## src/rtl/weight_pattern_gen_if.sv

```systemverilog
// ============================================================================
// Module  : weight_pattern_gen_if
// Brief   : Start/result handshake bundle for the fixed-weight word generator.
// Revision: 1.0 - initial release
// ============================================================================
`default_nettype none

interface weight_pattern_gen_if #(
  parameter int WIDTH = 8,
  parameter int KW    = 4
);
  logic             start;
  logic [KW-1:0]    k;
  logic             busy;
  logic             out_valid;
  logic             out_ready;
  logic [WIDTH-1:0] pattern;
  logic             last;
  logic             done;
  logic             err;

  modport master (
    output start, k, out_ready,
    input  busy, out_valid, pattern, last, done, err
  );

  modport slave (
    input  start, k, out_ready,
    output busy, out_valid, pattern, last, done, err
  );
endinterface

`default_nettype wire

```

## src/rtl/weight_pattern_gen.sv

```systemverilog
// ============================================================================
// Module  : weight_pattern_gen
// Brief   : Enumerates all WIDTH-bit words of popcount k in ascending order.
// Revision: 1.0 - initial release
// ============================================================================
`default_nettype none

module weight_pattern_gen #(
  parameter int WIDTH = 8,
  parameter int KW    = 4
) (
  input  logic                 clk,
  input  logic                 rst,
  weight_pattern_gen_if.slave  bus
);

  localparam logic [KW-1:0]    c_WIDTH_K = KW'(WIDTH);
  localparam logic [WIDTH-1:0] c_ONE_W   = {{(WIDTH-1){1'b0}}, 1'b1};
  localparam logic [WIDTH:0]   c_ONE_X   = {{WIDTH{1'b0}}, 1'b1};

  typedef enum logic [1:0] {
    S_IDLE = 2'd0,
    S_EMIT = 2'd1,
    S_FIN  = 2'd2
  } state_t;

  state_t           r_state, w_state_nxt;
  logic [WIDTH-1:0] r_pattern, w_pattern_nxt;
  logic [WIDTH-1:0] r_top, w_top_nxt;
  logic             r_last, w_last_nxt;
  logic             r_valid, w_valid_nxt;
  logic             r_busy, w_busy_nxt;
  logic             r_done, w_done_nxt;
  logic             r_err, w_err_nxt;

  logic [WIDTH-1:0] w_low_mask;
  logic [WIDTH-1:0] w_top_mask;
  logic [WIDTH:0]   w_p, w_t, w_t1, w_next;
  logic [KW-1:0]    w_shift;

  function automatic logic [KW-1:0] f_ctz(input logic [WIDTH-1:0] v);
    f_ctz = c_WIDTH_K;
    for (int i = WIDTH - 1; i >= 0; i--) begin
      if (v[i]) f_ctz = KW'(i);
    end
  endfunction

  // k == WIDTH wraps the shift to zero, so the subtraction yields all ones.
  assign w_low_mask = (c_ONE_W << bus.k) - c_ONE_W;
  assign w_top_mask = w_low_mask << (c_WIDTH_K - bus.k);

  // Gosper's hack, one extra bit wide so t+1 never overflows.
  assign w_p     = {1'b0, r_pattern};
  assign w_t     = w_p | (w_p - c_ONE_X);
  assign w_t1    = w_t + c_ONE_X;
  assign w_shift = f_ctz(r_pattern) + KW'(1);
  assign w_next  = w_t1 | (((~w_t & w_t1) - c_ONE_X) >> w_shift);

  always_ff @(posedge clk) begin
    if (rst) begin
      r_state   <= S_IDLE;
      r_pattern <= '0;
      r_top     <= '0;
      r_last    <= 1'b0;
      r_valid   <= 1'b0;
      r_busy    <= 1'b0;
      r_done    <= 1'b0;
      r_err     <= 1'b0;
    end else begin
      r_state   <= w_state_nxt;
      r_pattern <= w_pattern_nxt;
      r_top     <= w_top_nxt;
      r_last    <= w_last_nxt;
      r_valid   <= w_valid_nxt;
      r_busy    <= w_busy_nxt;
      r_done    <= w_done_nxt;
      r_err     <= w_err_nxt;
    end
  end

  always_comb begin
    w_state_nxt   = r_state;
    w_pattern_nxt = r_pattern;
    w_top_nxt     = r_top;
    w_last_nxt    = r_last;
    w_valid_nxt   = r_valid;
    w_busy_nxt    = r_busy;
    w_done_nxt    = 1'b0;
    w_err_nxt     = 1'b0;

    case (r_state)
      S_IDLE: begin
        if (bus.start) begin
          if (bus.k > c_WIDTH_K) begin
            w_err_nxt = 1'b1;
          end else begin
            w_state_nxt   = S_EMIT;
            w_pattern_nxt = w_low_mask;
            w_top_nxt     = w_top_mask;
            w_last_nxt    = (w_low_mask == w_top_mask);
            w_valid_nxt   = 1'b1;
            w_busy_nxt    = 1'b1;
          end
        end
      end
      S_EMIT: begin
        if (bus.out_ready) begin
          if (r_last) begin
            w_state_nxt = S_FIN;
            w_valid_nxt = 1'b0;
            w_last_nxt  = 1'b0;
            w_done_nxt  = 1'b1;
          end else begin
            w_pattern_nxt = w_next[WIDTH-1:0];
            w_last_nxt    = (w_next == {1'b0, r_top});
          end
        end
      end
      S_FIN: begin
        w_state_nxt = S_IDLE;
        w_busy_nxt  = 1'b0;
      end
      default: begin
        w_state_nxt = S_IDLE;
        w_valid_nxt = 1'b0;
        w_busy_nxt  = 1'b0;
        w_last_nxt  = 1'b0;
      end
    endcase
  end

  assign bus.busy      = r_busy;
  assign bus.out_valid = r_valid;
  assign bus.pattern   = r_pattern;
  assign bus.last      = r_last;
  assign bus.done      = r_done;
  assign bus.err       = r_err;

endmodule

`default_nettype wire
```

## src/flat_wrapper.sv

```systemverilog
// flat-port wrapper written by rule: the top's interface ports become plain ports
module weight_pattern_gen_flat 
#(
  parameter int WIDTH = 8,
  parameter int KW    = 4
)
  (clk, rst, bus_start, bus_k, bus_out_ready, bus_busy, bus_out_valid, bus_pattern, bus_last, bus_done, bus_err);
  weight_pattern_gen_if #(.WIDTH(WIDTH), .KW(KW)) bus_i ();
  input  logic clk;
  input  logic rst;
  input wire logic [$bits(bus_i.start)-1:0] bus_start;
  input wire logic [$bits(bus_i.k)-1:0] bus_k;
  input wire logic [$bits(bus_i.out_ready)-1:0] bus_out_ready;
  output wire logic [$bits(bus_i.busy)-1:0] bus_busy;
  output wire logic [$bits(bus_i.out_valid)-1:0] bus_out_valid;
  output wire logic [$bits(bus_i.pattern)-1:0] bus_pattern;
  output wire logic [$bits(bus_i.last)-1:0] bus_last;
  output wire logic [$bits(bus_i.done)-1:0] bus_done;
  output wire logic [$bits(bus_i.err)-1:0] bus_err;
  assign bus_i.start = bus_start;
  assign bus_i.k = bus_k;
  assign bus_i.out_ready = bus_out_ready;
  assign bus_busy = bus_i.busy;
  assign bus_out_valid = bus_i.out_valid;
  assign bus_pattern = bus_i.pattern;
  assign bus_last = bus_i.last;
  assign bus_done = bus_i.done;
  assign bus_err = bus_i.err;
  weight_pattern_gen #(.WIDTH(WIDTH), .KW(KW)) u_core (.clk(clk), .rst(rst), .bus(bus_i));
endmodule
```

## config.mk

```make
export PLATFORM = sky130hd
export DESIGN_NAME = weight_pattern_gen_flat
export DESIGN_NICKNAME = d
export VERILOG_FILES = /design/src/rtl/weight_pattern_gen_if.sv /design/src/rtl/weight_pattern_gen.sv /design/src/flat_wrapper.sv
export SDC_FILE = /design/constraint.sdc
export NUM_CORES = 1
export LEC_CHECK = 0
export ABC_AREA = 1
export CAP_MARGIN = 20
export CORE_UTILIZATION = 35
export CTS_CLUSTER_SIZE = 16
export DETAILED_ROUTE_END_ITERATION = 8
export GPL_ROUTABILITY_DRIVEN = 0
export SLEW_MARGIN = 20
export SYNTH_ARGS = -nofsm -noshare
export SYNTH_HDL_FRONTEND = slang
export SYNTH_SLANG_ARGS = --single-unit
```

## constraint.sdc

```tcl
create_clock -name clk -period 3.95 [get_ports clk]
set_clock_uncertainty 0.1 [all_clocks]
set_input_delay 0.79 -clock clk [delete_from_list [all_inputs] [get_ports clk]]
set_output_delay 0.79 -clock clk [all_outputs]
set_load 0.1 [all_outputs]
```

==> flow_metrics.tcl <==
set metrics [dict create \
    layout_min_cycle_time_ns 3.45 \
    die_y_um 90.0 \
    worstSetupStartpointType "input port" \
    synth-seq-cells 23 \
    fillers 821 \
    track_usage_pct 19.0 \
    critical_path.cell_chain "clkdlybuf4s50_1, inv_1, ha_1, ha_1, nand2_4, ha_1, xnor2_1, inv_1, o211ai_1, nand2_1, nand2_1, nand2_1, inv_1, nand2_1, nand2_1, nand2_1, inv_1, nand3_1, nand2_1, nand2_1, nand2_1" \
    yosysMostFrequentCell "nand2_1" \
    yosys.area.top_type "nand2_1" \
    port_buffers 20 \
    max-clock-path-buffers 2 \
    grt_pass1_wl_mm 13.0 \
    muxShareOfSynthArea_pct 0 \
    synthAdderAreaFrac_pct 7.38 \
    first_pass_iters 5 \
    synth-edff-count 0 \
    die_w_um 90.0 \
    fin_crit_sh_pct 87.3 \
    rsz0062_at_grt "false" \
    synth_compound_area_share_pct 12.8 \
    synth_common_cells "nand2_1, nand3_1, inv_1" \
    slew_viol_final 0 \
    path_max_fanout 5 \
    final_nets 514 \
    detail_route.wl_per_cell_um 12.7 \
    routed_wl_mm 7.46 \
    worst_pin_slew_ns 1.00 \
    critPathMostFrequentCell "nand2_1" \
    slowest_stage "clkdlybuf4s50_1" \
    critPathKind "input port to flop" \
    ctsHtreeMaxLevel 1 \
    initial_core_util_pct 36.8 \
    postCtsSetupBuffers 0 \
    p_leak_nw 1.57 \
    min_path_type "flop to flop" \
    synth_fp_nets 493 \
    synth_top_area_share_pct 20.2 \
    synth_top_family_by_area "simple AND/OR/NAND/NOR gates" \
    cts_made_buffers 3 \
    max_stage_delay_ns 0.45 \
    critPathRequiredTime_ns 4.08 \
    areaGrowthSynthToFinish_pct 13.6 \
    clock_latency_ns 0.27 \
    synth_xor_xnor_area_share_pct 4.43 \
    dp_hpwl_mm 6.14 \
    grt_overflow 0 \
    antenna_found_initial 0 \
    syn_avg_cell_area_um2 5.78 \
    drtAntennaViolNets 0 \
    ctsResizeCount 0 \
    root_buffer "clkbuf_8" \
    grt_pass1_vias 2802 \
    synthCells 469 \
    multi_input_area_mm2 0.00196 \
    layout-drive-gt1-share_pct 10.2 \
    vias 2974 \
    cts_tree "done" \
    num_antenna_cells 0 \
    synth_ff_type "dfxtp_1" \
    syn_area_mm2 0.00271 \
    yosysWarnings 0 \
    crit_family "buffers and inverters" \
    synth_area_leaders "nand2_1, dfxtp_1, nand3_1, inv_1, ha_1" \
    clkSinkCount 23 \
    drtIter0Drc 199 \
    p_per_area_mw_per_mm2 865 \
    status "complete, no violations" \
    core_mm2 0.00737 \
    async_reset_ff_share_pct 0 \
    viasPerCell 5.06 \
    finalWorstSetupSlack_ns 0.500 \
    io_pins 21 \
    p_total_mw 2.66 \
    cp_num_buf_inv 5 \
    row_count 31 \
    end_kind "flop" \
    regArea_um2 460 \
    synth.distinct_cells 31 \
    grt_start_max_net_pins 18 \
    drc 0 \
    ys_seq_area_share_pct 17.0 \
    cap_viol_max_count 0 \
    hold_violations 0 \
    synthSimpleGateAreaFrac_pct 47.6 \
    slew_headroom_pct 32.8 \
    peakVddDrop_v 0.000341 \
    cts_hold_buf 0 \
    crit_arrival_ns 3.58 \
    fmax_mhz 290 \
    fp.dieArea_mm2 0.00811 \
    tns_ns 0 \
    post-place-ws_ns 0.167 \
    setup_viol 0 \
    clk_pin_slew_worst_paths_ns 0.09 \
]
-- logic make-up after synthesis --
| group | count (synthesis) |
|---|---|
| AND/OR/NAND/NOR | 281 |
| XOR/XNOR | 9 |
| adder cells (fa/ha/maj) | 16 |
| AO/OA/AOI/OAI | 63 |
| buffers and inverters | 77 |
| flip-flops | 23 |
-- final cells by class --
cell class | count | share of cell area (%)
inverter | 69 | 8.49
clock inverter | 1 | 0.162
sequential | 23 | 14.9
multi-input combinational | 369 | 63.6
tap | 99 | 4.02
timing repair buffer | 24 | 7.47
clock buffer | 3 | 1.34
-- layout by cell type (no fill, tap or decap), types with 2 or more instances in the layout --
master / instances
nor2_4: 6
o21bai_1: 3
buf_4: 4
clkdlybuf4s50_1: 20
o21ai_0: 19
nor2_1: 30
xor2_2: 2
nand4_1: 8
nand2_4: 5
nor2_2: 4
dfxtp_1: 23
inv_2: 10
o211ai_1: 8
clkbuf_8: 3
a21oi_1: 28
nand2_2: 10
nand2_1: 146
ha_1: 16
nor3_1: 3
inv_1: 57
o21ai_1: 4
nand3b_1: 2
nand3_1: 65
xnor2_1: 2
xor2_1: 3
-- layer usage --
layer | wire length [um] | vias up | part of all wire, % | GRT usage (%)
li1 | - | 1552 | - | -
met1 | 3450 | 1325 | 46 | 25.5
met2 | 3580 | 85 | 48 | 33.3
met3 | 346 | 12 | 4.6 | 1.69
met4 | 80 | 0 | 1.1 | 3.63
met5 | 0 | - | 0 | 0
-- metrics by stage --
| stage | cell area (um2) | std cells | utilization, % | hold WS, ns |
|---|---|---|---|---|
| after global placement | 3030 | 584 | 41.2 | 0.355 |
| after CTS | 3080 | 588 | 41.8 | 0.372 |
| final | 3080 | 588 | 41.8 | 0.367 |
| after global routing | 3080 | 588 | 41.8 | 0.402 |
| after detailed placement | 3030 | 584 | 41.2 | 0.357 |
| after floorplan | 2710 | 469 | - | 0.405 |
-- flip-flops by register name, summed over array words and instances (netlist names) --
name,cells
u_core.bus.busy,1
u_core.bus.done,1
u_core.bus.err,1
u_core.bus.last,1
u_core.bus.out_valid,1
u_core.bus.pattern,8
u_core.r_state,2
u_core.r_top,8
-- where the power goes --
part           switching [mW]  internal [mW]  total (mW)
logic                    1.52          0.678        2.20
registers              0.0435          0.272       0.316
clock network          0.0806         0.0706       0.151
-- worst paths after layout --
check,start,endpoint,slack [ns],depth (start not counted)
max,bus_k[1],u_core.bus.last$_SDFFE_PP0P_,0.50,21
min,u_core.bus.busy$_SDFFE_PP0P_,u_core.bus.busy$_SDFFE_PP0P_,0.37,2
max reg2reg,u_core.bus.pattern[1]$_SDFFE_PP0P_,u_core.bus.last$_SDFFE_PP0P_,0.62,25
min reg2reg,u_core.bus.busy$_SDFFE_PP0P_,u_core.bus.busy$_SDFFE_PP0P_,0.37,2
-- worst min-delay path, stage by stage, from the launching register on --
cell and delay, ns:
dfxtp_1 0.31, nand2_1 0.06, a21oi_1 0.05
Power figures use the tool's default switching activity.
